<file path="config.mk">
export PLATFORM = sky130hd
export DESIGN_NAME = radix2_inv_butterfly
export DESIGN_NICKNAME = d
export VERILOG_FILES = /design/src/rtl/radix2_inv_butterfly_pkg.sv /design/src/rtl/radix2_inv_butterfly_cmplx_conj_mult.sv /design/src/rtl/radix2_inv_butterfly.sv
export SDC_FILE = /design/constraint.sdc
export NUM_CORES = 2
export LEC_CHECK = 0
export ABC_AREA = 1
export BUFFER_PORTS_ARGS = -buffer_cell sky130_fd_sc_hd__buf_2
export CAP_MARGIN = 20
export CORE_MARGIN = 1
export CORE_UTILIZATION = 51
export CTS_CLUSTER_SIZE = 12
export DETAILED_ROUTE_END_ITERATION = 12
export MAX_ROUTING_LAYER = met4
export PLACE_DENSITY = 0.68
export SETUP_SLACK_MARGIN = 0.3
export SYNTH_ARGS = -nofsm -noshare
export SYNTH_HDL_FRONTEND = slang
export SYNTH_HIERARCHICAL = 1
export SYNTH_SLANG_ARGS = --single-unit
</file>
<file path="constraint.sdc">
create_clock -name clk -period 6.65 [get_ports clk]
set_input_delay 1.33 -clock clk [delete_from_list [all_inputs] [get_ports clk]]
set_output_delay 1.33 -clock clk [all_outputs]
set_load 0.02 [all_outputs]
</file>
<file path="src/rtl/radix2_inv_butterfly_pkg.sv">
// Shared constants and types for the radix-2 inverse butterfly datapath.
package radix2_inv_butterfly_pkg;

  localparam int unsigned DEF_BIT_WIDTH    = 16;
  localparam int unsigned DEF_TW_WIDTH     = 8;

  // Twiddle words carry unity as 2^(width-2), leaving headroom for the sign.
  function automatic int unsigned tw_shift(input int unsigned tw_width);
    return tw_width - 2;
  endfunction

  localparam int unsigned TW_SHIFT = tw_shift(DEF_TW_WIDTH);
  localparam int unsigned TW_ONE   = 1 << TW_SHIFT;

  typedef struct packed {
    logic signed [DEF_BIT_WIDTH-1:0] re;
    logic signed [DEF_BIT_WIDTH-1:0] im;
  } cmplx_t;

endpackage

</file>
<file path="src/rtl/radix2_inv_butterfly_cmplx_conj_mult.sv">
// Registered complex multiply by conj(W), scaled back by the twiddle unity; wraps on overflow.
module cmplx_conj_mult
  import radix2_inv_butterfly_pkg::*;
#(
  parameter int unsigned bit_width           = DEF_BIT_WIDTH,
  parameter int unsigned bit_width_tw_factor = DEF_TW_WIDTH
) (
  input  logic                                  clk,
  input  logic                                  rst,
  input  logic                                  en,
  input  logic                                  in_valid,
  input  logic signed [bit_width-1:0]           d_re,
  input  logic signed [bit_width-1:0]           d_im,
  input  logic signed [bit_width_tw_factor-1:0] cos_data,
  input  logic signed [bit_width_tw_factor-1:0] sin_data,
  output logic                                  out_valid,
  output logic signed [bit_width-1:0]           re,
  output logic signed [bit_width-1:0]           im
);

  localparam int unsigned P     = bit_width + bit_width_tw_factor + 1;
  localparam int unsigned SHIFT = tw_shift(bit_width_tw_factor);

  logic signed [P-1:0] dre_x, dim_x, cos_x, sin_x;
  logic signed [P-1:0] acc_re, acc_im;

  always_comb begin
    dre_x  = P'(d_re);
    dim_x  = P'(d_im);
    cos_x  = P'(cos_data);
    sin_x  = P'(sin_data);
    acc_re = dre_x * cos_x + dim_x * sin_x;
    acc_im = dim_x * cos_x - dre_x * sin_x;
  end

  always_ff @(posedge clk) begin
    if (rst) begin
      out_valid <= 1'b0;
      re        <= '0;
      im        <= '0;
    end else if (en) begin
      out_valid <= in_valid;
      re        <= bit_width'(acc_re >>> SHIFT);
      im        <= bit_width'(acc_im >>> SHIFT);
    end
  end

endmodule

</file>
<file path="src/rtl/radix2_inv_butterfly.sv">
// Pipelined radix-2 inverse butterfly: x1 = (X1+X2)/2, x2 = ((X1-X2)/2)*conj(W), 3-cycle latency.
module radix2_inv_butterfly
  import radix2_inv_butterfly_pkg::*;
#(
  parameter int unsigned bit_width           = DEF_BIT_WIDTH,
  parameter int unsigned bit_width_tw_factor = DEF_TW_WIDTH
) (
  input  logic                                  clk,
  input  logic                                  rst,
  input  logic                                  in_valid,
  output logic                                  in_ready,
  input  logic signed [bit_width_tw_factor-1:0] cos_data,
  input  logic signed [bit_width_tw_factor-1:0] sin_data,
  input  logic signed [bit_width-1:0]           Re_i1,
  input  logic signed [bit_width-1:0]           Im_i1,
  input  logic signed [bit_width-1:0]           Re_i2,
  input  logic signed [bit_width-1:0]           Im_i2,
  output logic                                  out_valid,
  input  logic                                  out_ready,
  output logic signed [bit_width-1:0]           Re_o1,
  output logic signed [bit_width-1:0]           Im_o1,
  output logic signed [bit_width-1:0]           Re_o2,
  output logic signed [bit_width-1:0]           Im_o2
);

  logic stall;
  logic signed [bit_width:0] sum_re, sum_im, dif_re, dif_im;

  logic                                  v1;
  logic signed [bit_width-1:0]           s1_re, s1_im, d1_re, d1_im;
  logic signed [bit_width_tw_factor-1:0] cos1, sin1;

  logic                                  v2;
  logic signed [bit_width-1:0]           s2_re, s2_im, m_re, m_im;

  assign stall    = out_valid && !out_ready;
  assign in_ready = !stall;

  // Sign-extend by one bit so the sum/difference never overflows before halving.
  always_comb begin
    sum_re = {Re_i1[bit_width-1], Re_i1} + {Re_i2[bit_width-1], Re_i2};
    sum_im = {Im_i1[bit_width-1], Im_i1} + {Im_i2[bit_width-1], Im_i2};
    dif_re = {Re_i1[bit_width-1], Re_i1} - {Re_i2[bit_width-1], Re_i2};
    dif_im = {Im_i1[bit_width-1], Im_i1} - {Im_i2[bit_width-1], Im_i2};
  end

  always_ff @(posedge clk) begin
    if (rst) begin
      v1    <= 1'b0;
      s1_re <= '0;
      s1_im <= '0;
      d1_re <= '0;
      d1_im <= '0;
      cos1  <= '0;
      sin1  <= '0;
    end else if (!stall) begin
      v1    <= in_valid;
      s1_re <= bit_width'(sum_re >>> 1);
      s1_im <= bit_width'(sum_im >>> 1);
      d1_re <= bit_width'(dif_re >>> 1);
      d1_im <= bit_width'(dif_im >>> 1);
      cos1  <= cos_data;
      sin1  <= sin_data;
    end
  end

  cmplx_conj_mult #(
    .bit_width          (bit_width),
    .bit_width_tw_factor(bit_width_tw_factor)
  ) u_mult (
    .clk      (clk),
    .rst      (rst),
    .en       (!stall),
    .in_valid (v1),
    .d_re     (d1_re),
    .d_im     (d1_im),
    .cos_data (cos1),
    .sin_data (sin1),
    .out_valid(v2),
    .re       (m_re),
    .im       (m_im)
  );

  always_ff @(posedge clk) begin
    if (rst) begin
      s2_re     <= '0;
      s2_im     <= '0;
      out_valid <= 1'b0;
      Re_o1     <= '0;
      Im_o1     <= '0;
      Re_o2     <= '0;
      Im_o2     <= '0;
    end else if (!stall) begin
      s2_re     <= s1_re;
      s2_im     <= s1_im;
      out_valid <= v2;
      Re_o1     <= s2_re;
      Im_o1     <= s2_im;
      Re_o2     <= m_re;
      Im_o2     <= m_im;
    end
  end

endmodule

</file>
==> results.json <==
{
  "placed_cells": 5001,
  "finalSetupTns_ns": 0,
  "final_cell_mix": "inv_1, nand2_1, fa_1",
  "endpoint_kind": "flop",
  "clock_sinks": 211,
  "synth_top_family_by_area": "adder cells",
  "cts-root-buf": "clkbuf_16",
  "crit_arrival_ns": 6.53,
  "grt_pass1_vias": 24450,
  "gr-total-overflow": 0,
  "tightest_slew_ns": 1.052,
  "hold_class": "reg2reg",
  "synthCells": 4196,
  "io_buffers": 149,
  "synth_area_leaders": "fa_1, dfxtp_1, inv_1, nand2_1, ha_1",
  "synth.largest_area_cell": "fa_1",
  "finalWeightedCongestion": 0.9988,
  "p_leak_uw": 0.01941,
  "ys_warn_count": 6,
  "synth-compound-area-share": 0.06887,
  "synth_xor_area_frac": 0.01179,
  "fin_crit_sh": 0.9119,
  "io_pins": 150,
  "grt_setup_unrepaired": "false",
  "post-route-util": 0.5584,
  "grt_max_degree": 171,
  "core_um2": 57590,
  "clk_pin_slew_worst_paths_ns": 0.07,
  "drt_iter0_drc": 2000,
  "dieArea_um2": 59250,
  "ys_ff_latch": 211,
  "setup_viol": 0,
  "synth-simple-area-share": 0.2194,
  "h-tree-depth": 1,
  "fin_skew_ns": 0.01343,
  "outcome": "completed",
  "regArea_um2": 4230,
  "worstSetupPathType": "reg2reg",
  "synth_fa_ha_area_frac": 0.3855,
  "synthFlopType": "dfxtp_1",
  "cp_data_required_time_ns": 7.12,
  "async_reset_ff_frac": 0,
  "fmax_mhz": 164.9,
  "multi_input_area_um2": 20380,
  "filler_cell_count": 5479,
  "pwr_density_cell_nw_per_um2": 419.0,
  "postRouteWirelength_um": 80300,
  "relSlewSlack": 0.2980,
  "synth_top_area_share": 0.3038,
  "fin_crit_ns": 6.064,
  "drive_above_1_share": 0.08271,
  "cap_viol_max_count": 0,
  "vdd_drop_max_v": 0.0005440,
  "grt_use_total": 0.2865,
  "holdWs_ns": 0.4747,
  "cts_tree": "built",
  "area_growth_pct": 8.188,
  "hpwlAfterDp_um": 63300,
  "yosysSeqAreaShare": 0.1421,
  "final_common_cell": "inv_1",
  "synth_cell_types": 44,
  "antenna_found_initial": 2,
  "syn_avg_cell_area_um2": 7.083,
  "ant_nets": 0,
  "nets": 4993,
  "rows": 88,
  "muxShareOfSynthArea": 0,
  "path_max_fanout": 18,
  "die_w_um": 243.4,
  "syn_area_um2": 29720,
  "post_drt_wl_per_cell_um": 15.91,
  "clk_latency_ns": 0.58,
  "numCtsBuffers": 26,
  "drtPass1Iterations": 6,
  "route.detailed.drc": 0,
  "syn_nets": 4925,
  "critPathLaunchType": "flop",
  "grt_pass1_wl_um": 130100,
  "dr_total_vias": 25000,
  "vias_per_cell": 4.953,
  "maxSlewViolCount": 0,
  "stdcell_count": 5047,
  "hold_viol_final": 0,
  "cts_max_path_buffers": 3,
  "initial_core_util": 0.5161,
  "synth_edf_count": 0,
  "die_y_um": 243.4
}
-- layout make-up --
type	instances	area share
Clock buffer	31	0.02206
Sequential cell	211	0.1316
Timing Repair Buffer	221	0.04273
Tap cell	765	0.02977
Antenna cell	2	0.0001556
Clock inverter	13	0.006420
Multi-Input combinational cell	2663	0.6338
Inverter	1141	0.1335
-- state kept, by name, summed over array words and instances, names as in the netlist --
name	flops
s1_im	16
Im_o2	16
Im_o1	16
u_mult/im	16
s1_re	16
Re_o1	16
u_mult/out_valid	1
sin1	8
s2_im	16
cos1	8
out_valid	1
d1_re	16
d1_im	16
s2_re	16
u_mult/re	16
v1	1
Re_o2	16
-- cell families (layout without fill, tap and decap cells) --
kind of cell / after synthesis / count (layout)
simple gates: 1608 / 1608
buf+inv: 1322 / 1406
fa+ha+maj: 645 / 645
compound gates: 370 / 370
flops: 211 / 211
xor+xnor: 40 / 40
other cells: 0 / 2
-- synthesized netlist by cell type, types with 8 or more instances --
cell type / instances
o211ai_1: 13
inv_2: 19
clkbuf_1: 129
nand3_1: 149
nand2_1: 970
xor2_1: 35
o21bai_1: 32
nand2_2: 17
inv_1: 1122
dfxtp_1: 211
nand4_1: 9
buf_6: 13
o21ai_0: 215
a21oi_1: 82
a21oi_2: 8
buf_2: 29
nor3_1: 9
fa_1: 451
or2_2: 17
nor2_1: 399
ha_1: 194
-- through the flow --
step,setup slack (ns),power (µW),cell area (µm²)
final,0.5859,13470,32150
after global routing,0.3011,14860,32150
after floorplan,1.105,8785,29720
after detailed placement,0.5781,11660,31230
after CTS,0.5404,13280,32140
after global placement,0.4601,11620,31230
-- report_power, final --
group	switching, µW	leakage (µW)	total [µW]	internal [µW]
clock	627	0.000444	1550	919
sequential	262	0.00175	1780	1520
combinational	6460	0.0172	10100	3680
total	7350	0.0194	13500	6120
-- metal layers --
metal | vias up | wire, µm | GRT usage
met5 | - | 0 | -
met4 | 0 | 2305 | 0.07251
met3 | 115 | 5144 | 0.03525
met2 | 724 | 36700 | 0.4518
met1 | 11900 | 36150 | 0.3906
li1 | 12260 | - | -
-- critical path, cell delays in order, from the launching register on --
cell	delay (ns)
dfxtp_1	0.82
buf_4	0.25
nand2_1	0.05
inv_1	0.16
fa_1	0.46
fa_1	0.58
fa_1	0.44
fa_1	0.52
fa_1	0.44
fa_1	0.49
inv_1	0.04
ha_1	0.46
inv_1	0.14
nor3_1	0.31
nand2_1	0.12
nor3b_1	0.24
nor2_1	0.11
nand3_1	0.09
nand2_1	0.05
nor2_1	0.11
nor2_1	0.04
-- worst paths after layout --
kind,slack [ns],depth (start not counted),startpoint,to
min,0.47,2,s2_im[3]$_SDFFE_PP0N_,s2_im[3]$_SDFFE_PP0N_
max,0.59,20,sin1[3]$_SDFFE_PP0N_,u_mult/im[15]$_SDFFE_PP0P_
min reg2reg,0.47,2,s2_im[3]$_SDFFE_PP0N_,s2_im[3]$_SDFFE_PP0N_
max reg2reg,0.59,20,sin1[3]$_SDFFE_PP0N_,u_mult/im[15]$_SDFFE_PP0P_
-- what timing repair did --
item	CTS	global route
endpoints found under the hold margin	0	0
endpoints found under the setup margin	0	4
gates resized for setup	0	5
buffers inserted	0	0
hold buffers	0	0
Note: power is estimated with default switching activity, not from simulation.
